<file path="src/rtl/reg_file_sb.sv">
// 8x8 register file feeding the ALU, with a per-register pending scoreboard.
// Two combinational read ports, one write-back port, optional write bypass.
module reg_file_sb #(
    parameter int DATA_W = 8,
    parameter int ADDR_W = 3,
    parameter bit BYPASS = 1'b1
) (
    input  logic              CLK,
    input  logic              RESETN,
    input  logic [DATA_W-1:0] WRITEDATA,
    input  logic [ADDR_W-1:0] WRITEREG,
    input  logic              WRITEENABLE,
    input  logic [ADDR_W-1:0] READREG1,
    input  logic [ADDR_W-1:0] READREG2,
    output logic [DATA_W-1:0] REGOUT1,
    output logic [DATA_W-1:0] REGOUT2,
    input  logic              ISSUE,
    input  logic [ADDR_W-1:0] ISSUEREG,
    output logic              PENDING1,
    output logic              PENDING2,
    output logic              STALL,
    output logic [ADDR_W:0]   PEND_CNT
);

    localparam int DEPTH = 1 << ADDR_W;

    logic [DATA_W-1:0] regs_q [DEPTH];
    logic [DATA_W-1:0] regs_d [DEPTH];
    logic [DEPTH-1:0]  pend_q;
    logic [DEPTH-1:0]  pend_d;
    logic [ADDR_W:0]   cnt_q;
    logic [ADDR_W:0]   cnt_d;

    logic              byp_en;
    logic              hit1;
    logic              hit2;

    // Issue is applied after write-back so a same-register collision stays pending.
    always_comb begin
        regs_d = regs_q;
        pend_d = pend_q;
        if (WRITEENABLE) begin
            regs_d[WRITEREG] = WRITEDATA;
            pend_d[WRITEREG] = 1'b0;
        end
        if (ISSUE) begin
            pend_d[ISSUEREG] = 1'b1;
        end
    end

    always_comb begin
        cnt_d = '0;
        for (int i = 0; i < DEPTH; i++) begin
            cnt_d = cnt_d + {{ADDR_W{1'b0}}, pend_d[i]};
        end
    end

    always_ff @(posedge CLK or negedge RESETN) begin
        if (!RESETN) begin
            for (int i = 0; i < DEPTH; i++) begin
                regs_q[i] <= '0;
            end
            pend_q <= '0;
            cnt_q  <= '0;
        end else begin
            for (int i = 0; i < DEPTH; i++) begin
                regs_q[i] <= regs_d[i];
            end
            pend_q <= pend_d;
            cnt_q  <= cnt_d;
        end
    end

    // Forwarding is masked during reset so outputs read as zero.
    assign byp_en = BYPASS && RESETN && WRITEENABLE;
    assign hit1   = byp_en && (WRITEREG == READREG1);
    assign hit2   = byp_en && (WRITEREG == READREG2);

    assign REGOUT1  = hit1 ? WRITEDATA : regs_q[READREG1];
    assign REGOUT2  = hit2 ? WRITEDATA : regs_q[READREG2];
    assign PENDING1 = pend_q[READREG1] & ~hit1;
    assign PENDING2 = pend_q[READREG2] & ~hit2;
    assign STALL    = PENDING1 | PENDING2;
    assign PEND_CNT = cnt_q;

endmodule

</file>
<file path="config.mk">
export PLATFORM = sky130hd
export DESIGN_NAME = reg_file_sb
export DESIGN_NICKNAME = d
export VERILOG_FILES = /design/src/rtl/reg_file_sb.sv
export SDC_FILE = /design/constraint.sdc
export NUM_CORES = 1
export LEC_CHECK = 0
export CELL_PAD_IN_SITES_DETAIL_PLACEMENT = 2
export CELL_PAD_IN_SITES_GLOBAL_PLACEMENT = 2
export CORE_ASPECT_RATIO = 1.75
export CORE_UTILIZATION = 40
export DETAILED_ROUTE_END_ITERATION = 6
export PLACE_DENSITY_LB_ADDON = 0.1
export SLEW_MARGIN = 40
export SYNTH_ARGS = -nofsm -noshare
export SYNTH_HDL_FRONTEND = slang
export SYNTH_SLANG_ARGS = --single-unit
</file>
<file path="constraint.sdc">
create_clock -name CLK -period 3.8 [get_ports CLK]
set_input_delay 0.76 -clock CLK [delete_from_list [all_inputs] [get_ports CLK]]
set_output_delay 0.76 -clock CLK [all_outputs]
set_load 0.005 [all_outputs]
</file>
======== After elaboration in Yosys (flattened, before gate mapping) ========
Cells that the tools add are included.
storage, ports and cells
  flip-flop bits (word level) ............. 76
  bits of input ports ..................... 24
  output and inout port bits .............. 23
  word-level logic and storage cells ...... 67
cells by class
  add/sub/neg operators ................... 7
  magnitude comparators ................... 10
  equal/unequal tests ..................... 2
  muxes and demuxes ....................... 21
  bitwise logic cells ..................... 11
  reductions and logical operators ........ 6
operators with widths
  operator            count
  $mux 8              9
  $bwmux 64           1
  $bmux 8 s3          2
  $demux 8 s3         1
  $add 4x1->4         4
  $lt 3x4->1 const B  4
  $ge 4x4->1 const B  3
  $not 3->4           3
  $and 8x8->8         1
  $not 8->8           1
  $or 8x8->8          1
  $bmux 1 s3          2
  $demux 1 s3         2
  $eq 3x3->1          2
  $ge 3x1->1 const B  2
  $logic_and 1x1->1   6
  $add 3x1->4         1
  $lt 4x1->1 const B  1
  $mux 1              4
  $add 2x1->3         1
  $add 1x1->2         1
  $and 1x1->1         2
  $not 1->1           2
  $or 1x1->1          1

======== Logic depth before layout (Yosys ltp) ========
  word-level depth ........................ 16
  mapped depth ............................ 14
  mapped depth without buffers ............ 12

======== Worst setup path after synthesis ========
OpenSTA, ideal clock, no wires.
  path kind ............................... input port to flip-flop
  start point ............................. input port WRITEREG[1]
  end point ............................... register cnt_q[2] (netlist: PEND_CNT[2])
  library setup time ...................... 123 ps
  arrival ................................. 3678 ps
  required time ........................... 3677 ps
  setup slack ............................. 0 ps
  stages .................................. 12
  buffers on the path ..................... 1
  cell sequence ........................... buf_2 > nand2b_1 > or3_1 > a22oi_1 > fa_1 > fa_1 > fa_1 > inv_1 > ha_1 > inv_1 > fa_1 > xnor2_1
on the way
  longest elaborated chain between the ends .. 16
  elaborated cells between the ends (all ways) .. 17
  those cells by class .................... add/sub (7); order compare (2); mux (4); bitwise (3); reduce/logical (1)
RTL lines
  element                                                         line  source
  from (decl)                                                     11    input logic [ADDR_W-1:0] WRITEREG,
  $lt 3x4->1 (implied by the code) or $ge 3x1->1 (tied branches)  44    pend_d[WRITEREG] = 1'b0;
  $logic_and 1x1->1 (implied by the code)                         44
  $mux 1 (implied by the code)                                    44
  $demux 1 s3 *                                                   44
  $not 8->8 (no source line) *                                    -
  $and 8x8->8 (no source line) *                                  -
  $mux 8 *                                                        42    if (WRITEENABLE) begin
  $or 8x8->8 (no source line)                                     -
  $mux 8 *                                                        46    if (ISSUE) begin
  $add 1x1->2                                                     54    cnt_d = cnt_d + {{ADDR_W{1'b0}}, pend_d[i]};
  $add 2x1->3                                                     54
  $add 3x1->4                                                     54
  $add 4x1->4 (3 in a row)                                        54
  $add 4x1->4 *                                                   54
  net cnt_d[2]                                                    32    logic [ADDR_W:0] cnt_d;
  to (signal assigned)                                            70    cnt_q <= cnt_d;
  to (decl)                                                       31    logic [ADDR_W:0] cnt_q;
The timed path passes the listed nets; every way through them passes the cells marked *.
A chain may end at the register's enable or synchronous reset.

======== Worst setup path after layout ========
  start point ............................. input port READREG2[0]
  end point ............................... output port REGOUT2[4]
on the way
  longest elaborated chain between the ends .. 5
  elaborated cells between the ends (all ways) .. 7
  those cells by class .................... eq/ne (1); mux (4); bitwise (1); reduce/logical (1)
RTL lines
  element                                    line  source
  from (decl)                                14    input logic [ADDR_W-1:0] READREG2,
  $not 3->4 (implied by the code)            80    assign REGOUT2 = hit2 ? WRITEDATA : regs_q[READREG2];
  $bmux 8 s3                                 80
  $mux 8 (implied by the code) (2 in a row)  80
  $mux 8 *                                   80
  to (decl)                                  16    output logic [DATA_W-1:0] REGOUT2,
Every way passes the cells marked *; elsewhere a longest branch is shown, timed or not. The select of a mux whose other input is x is not followed.

==> key figures <==
Power and ir drop
  • Sequential power share: 0.371
  • Pint: 2.20 mW
  • Clock network power share: 0.301
  • Switching pwr: 921 uW
  • Peak VDD IR: 0.348 mV
  • Leakage power: 2.58 nW
  • Pwr Density: 530 nW/um^2
  • Net Sw Frac: 0.295
  • Part of the power in combinational logic: 0.329

Yosys
  • Synth Area in XOR/XNOR: 0.0137
  • Synth cell types: 33
  • Mapped cell area: 4470 sq um
  • Avg Cell Area, Syn: 13.0 sq um
  • Net count after synthesis: 375
  • Cells after synthesis: 344
  • Sequential fraction of the synthesis area: 0.425
  • Largest family of logic cells by synthesized area: multiplexers
  • Post-Synth Simple-Gate Area: 0.0956
  • Synth Area in Compound Gates: 0.0249
  • Portion of netlist area occupied by mux cells: 0.372
  • Number of synthesis warnings: 0
  • Post-Synth Adder-Cell Area: 0.0263
  • Register bit total from synthesis: 76

Clock tree
  • TritonCTS clock tree: yes
  • Clock Sink Count: 76
  • Htree depth: 3
  • Worst-path clk slew: 0.06 ns
  • CTS Buf Count: 9
  • Root buffer cell: clkbuf_16
  • Clk_lat worst skew: 0.34 ns
  • Maximum clock insertion buffer count: 2
  • # hold bufs at CTS: 0

Floorplan
  • Core Region: 10800 sq um
  • Die width: 82.0 um
  • Die height: 142 um
  • IO Pins: 47
  • Initial Util: 0.416
  • Die area: 11600 sq um
  • Row count: 50

STA
  • Worst rel slew slack: 0.517
  • Highest Clock Rate: 266 MHz
  • Tcrit/Tclk final: 0.989
  • Final setup vio count: 0
  • Worst-margin pin slew: 0.725 ns
  • Final WS setup: 0.0430 ns
  • Tmin final: 3.76 ns
  • Skew final: 0.00200 ns
  • Final Max Slew Viols: 0
  • Fin. Hold Viols: 0

Routing
  • Met2 Routed Length: 8810 um
  • Residual DRC: 0
  • Vias: 3354
  • Max Used Layer: met4
  • Post-DR wirelength/cell: 27.6 um
  • First DRT Iteration DRCs: 156
  • Metal3 WL: 516 um
  • First drt pass iteration count: 6
  • Metal1 wirelength: 5290 um
  • ANT nets after route: 0
  • Final wirelength: 15700 um
  • Avg Vias per Cell: 5.88

Global routing
  • Number of global-route vias before repair: 3910
  • Initial antenna violation count: 0
  • Largest net degree at the start of global routing: 77
  • GRT Residual Overflow: 0
  • Gr usage total: 0.284
  • First-pass GRT wire length: 22700 um

Place
  • Setup WS pre-CTS: -0.426 ns
  • Routability cong.: 0.737
  • DP Wirelength: 9910 um
  • PortBufs: 46
  • DP Cell Count: 539
  • Area of placed instances: 5380 sq um

Critical path
  • CP Launch Type: input pin
  • Crit-path max FO: 14
  • CP Depth: 8
  • Crit Path Class: in2out
  • Largest stage delay, worst path: 0.51 ns
  • R2R cell count: 11
  • Critical Path RT: 3.04 ns
  • Critical path's slowest cell: clkdlybuf4s50_1
  • CP delay by family, top: buffers and inverters
  • Flop-to-flop setup slack: 0.72 ns
  • CP bufs+invs: 4
  • Worst-path cell chain: clkdlybuf4s50_1, buf_12, buf_4, mux4_2, nand2_1, nand2_1, mux2_2, clkdlybuf4s50_1
  • Worst Path Arrival: 3.00 ns
  • Critical Path End Type: primary output

Hold path
  • HP Class: reg2reg
  • WHS Path Cells: 1

Flow run
  • Max Cap Viol: 0

Cells and area
  • # fillers: 1021
  • N_diodes: 0
  • Share of post-route cells with drive strength above 1: 0.457
  • Area Growth Syn to Fin: 31.7%
  • Fin util: 0.547
  • Non-Filler Instances: 570
  • Post-route cell area: 5890 sq um
  • Layout Nets: 466

Outcome
  • Status: complete, no violations
==> cell families (layout without fill, tap and decap cells) <==
kind of cell | count (synthesis) | count (layout)
buffers and inverters | 41 | 137
XOR/XNOR | 7 | 7
AO/OA/AOI/OAI | 14 | 14
adder cells (fa/ha/maj) | 7 | 7
multiplexers | 114 | 114
flip-flops | 76 | 76
AND/OR/NAND/NOR | 85 | 85
==> power groups by stage <==
stage / combinational [mW] / clock (mW) / sequential, mW
2_1_floorplan: 0.612 / 0 / 1.10
3_5_place_dp: 0.988 / 0 / 1.15
5_1_grt: 1.12 / 0.973 / 1.18
4_1_cts: 1.02 / 0.949 / 1.14
3_3_place_gp: 0.945 / 0 / 1.12
6_report: 1.03 / 0.938 / 1.16
==> worst reg2reg max path, delay by kind of cell, from the launching register on <==
family	cells	cell delay, ns
fa+ha+maj	5	2.04
flops	1	0.38
buf+inv	4	0.28
xor+xnor	1	0.14
compound gates	1	0.13
==> routing by layer <==
layer / global-route usage / vias to the layer above
met4: 0.175 / 0
met3: 0.0424 / 55
met2: 0.508 / 122
met5: 0 / -
met1: 0.301 / 1752
li1: - / 1425
==> final cells by class <==
class                      count  area, sq um  area share
tap                          130          163      0.0276
clock inverter                 4         72.6      0.0123
inverter                      17         63.8      0.0108
timing repair buffer         104          997       0.169
sequential                    76         1900       0.323
clock buffer                  12          246      0.0418
multi-input combinational    227         2450       0.415
==> through the flow <==
| stage | hold slack [ns] | power [mW] | setup TNS [ns] |
|---|---|---|---|
| 2_1_floorplan | 0.464 | 1.71 | 0 |
| 3_3_place_gp | 0.500 | 2.07 | -0.744 |
| 3_5_place_dp | 0.519 | 2.14 | -1.02 |
| 4_1_cts | 0.532 | 3.11 | 0 |
| 5_1_grt | 0.552 | 3.27 | -0.0690 |
| 6_report | 0.530 | 3.12 | 0 |
==> worst paths after layout <==
| kind | start | to |
|---|---|---|
| max in group asynchronous | RESETN | regs_q[44] |
| max reg2reg | pend_q[1] | PEND_CNT[2] |
| min reg2reg | regs_q[51] | regs_q[51] |
| min | regs_q[51] | regs_q[51] |
| min in group asynchronous | RESETN | regs_q[55] |
| max | READREG2[0] | REGOUT2[4] |
==> synthesized netlist by cell type <==
| cell type | number | area [sq um] |
|---|---|---|
| mux2_2 | 80 | 901 |
| dfrtp_1 | 76 | 1900 |
| nand2_1 | 57 | 214 |
| mux4_2 | 34 | 766 |
| inv_1 | 15 | 56.3 |
| buf_2 | 12 | 60.1 |
| buf_1 | 8 | 30.0 |
| nor2b_1 | 8 | 50.1 |
| xor2_1 | 6 | 52.6 |
| fa_1 | 4 | 80.1 |
| buf_4 | 3 | 22.5 |
| ha_1 | 3 | 37.5 |
| nand2b_1 | 3 | 18.8 |
| nand3_1 | 3 | 15.0 |
| nor2_1 | 3 | 11.3 |
| a2111oi_0 | 2 | 17.5 |
| a22oi_1 | 2 | 15.0 |
| a32oi_1 | 2 | 17.5 |
| and2_1 | 2 | 12.5 |
| clkinv_1 | 2 | 7.51 |
| nor3_2 | 2 | 20.0 |
| nor4_2 | 2 | 25.0 |
| nor4_4 | 2 | 42.5 |
| o2111a_1 | 2 | 22.5 |
| o21a_1 | 2 | 15.0 |
| o21ai_0 | 2 | 10.0 |
| a21oi_1 | 1 | 5.00 |
| buf_6 | 1 | 11.3 |
| nand4_1 | 1 | 6.26 |
| o32ai_1 | 1 | 8.76 |
| or2_1 | 1 | 6.26 |
| or3_1 | 1 | 6.26 |
| xnor2_1 | 1 | 8.76 |
==> placed cells by master (no fill, tap or decap), types with 2 or more instances in the layout <==
cell and count:
a32oi_1 2, buf_12 6, buf_4 51, bufinv_16 2
clkbuf_1 2, clkbuf_16 10, clkdlybuf4s50_1 36, clkinv_1 2
dfrtp_1 76, dlygate4sd2_1 4, dlymetal6s2s_1 5, fa_1 4
ha_1 3, inv_1 15, mux2_2 80, mux4_2 34
nand2_1 56, nand2b_1 2, nand3_1 3, nor2_1 3
nor2b_1 7, nor3_2 2, nor4_4 3, o2111a_1 2
o21a_1 2, o21ai_0 2, xor2_1 5
==> what timing repair did <==
item | in CTS | in global routing
gates cloned | 0 | 1
resized for setup | 10 | 9
pin swaps | 4 | 2
setup endpoints to repair | 3 | 8
buffers inserted | 6 | 8
==> sequential cells by signal, summed over array words and instances (netlist names) <==
name      count
PEND_CNT      4
regs_q       64
pend_q        8
No activity file was read; power rests on OpenSTA's default activity.
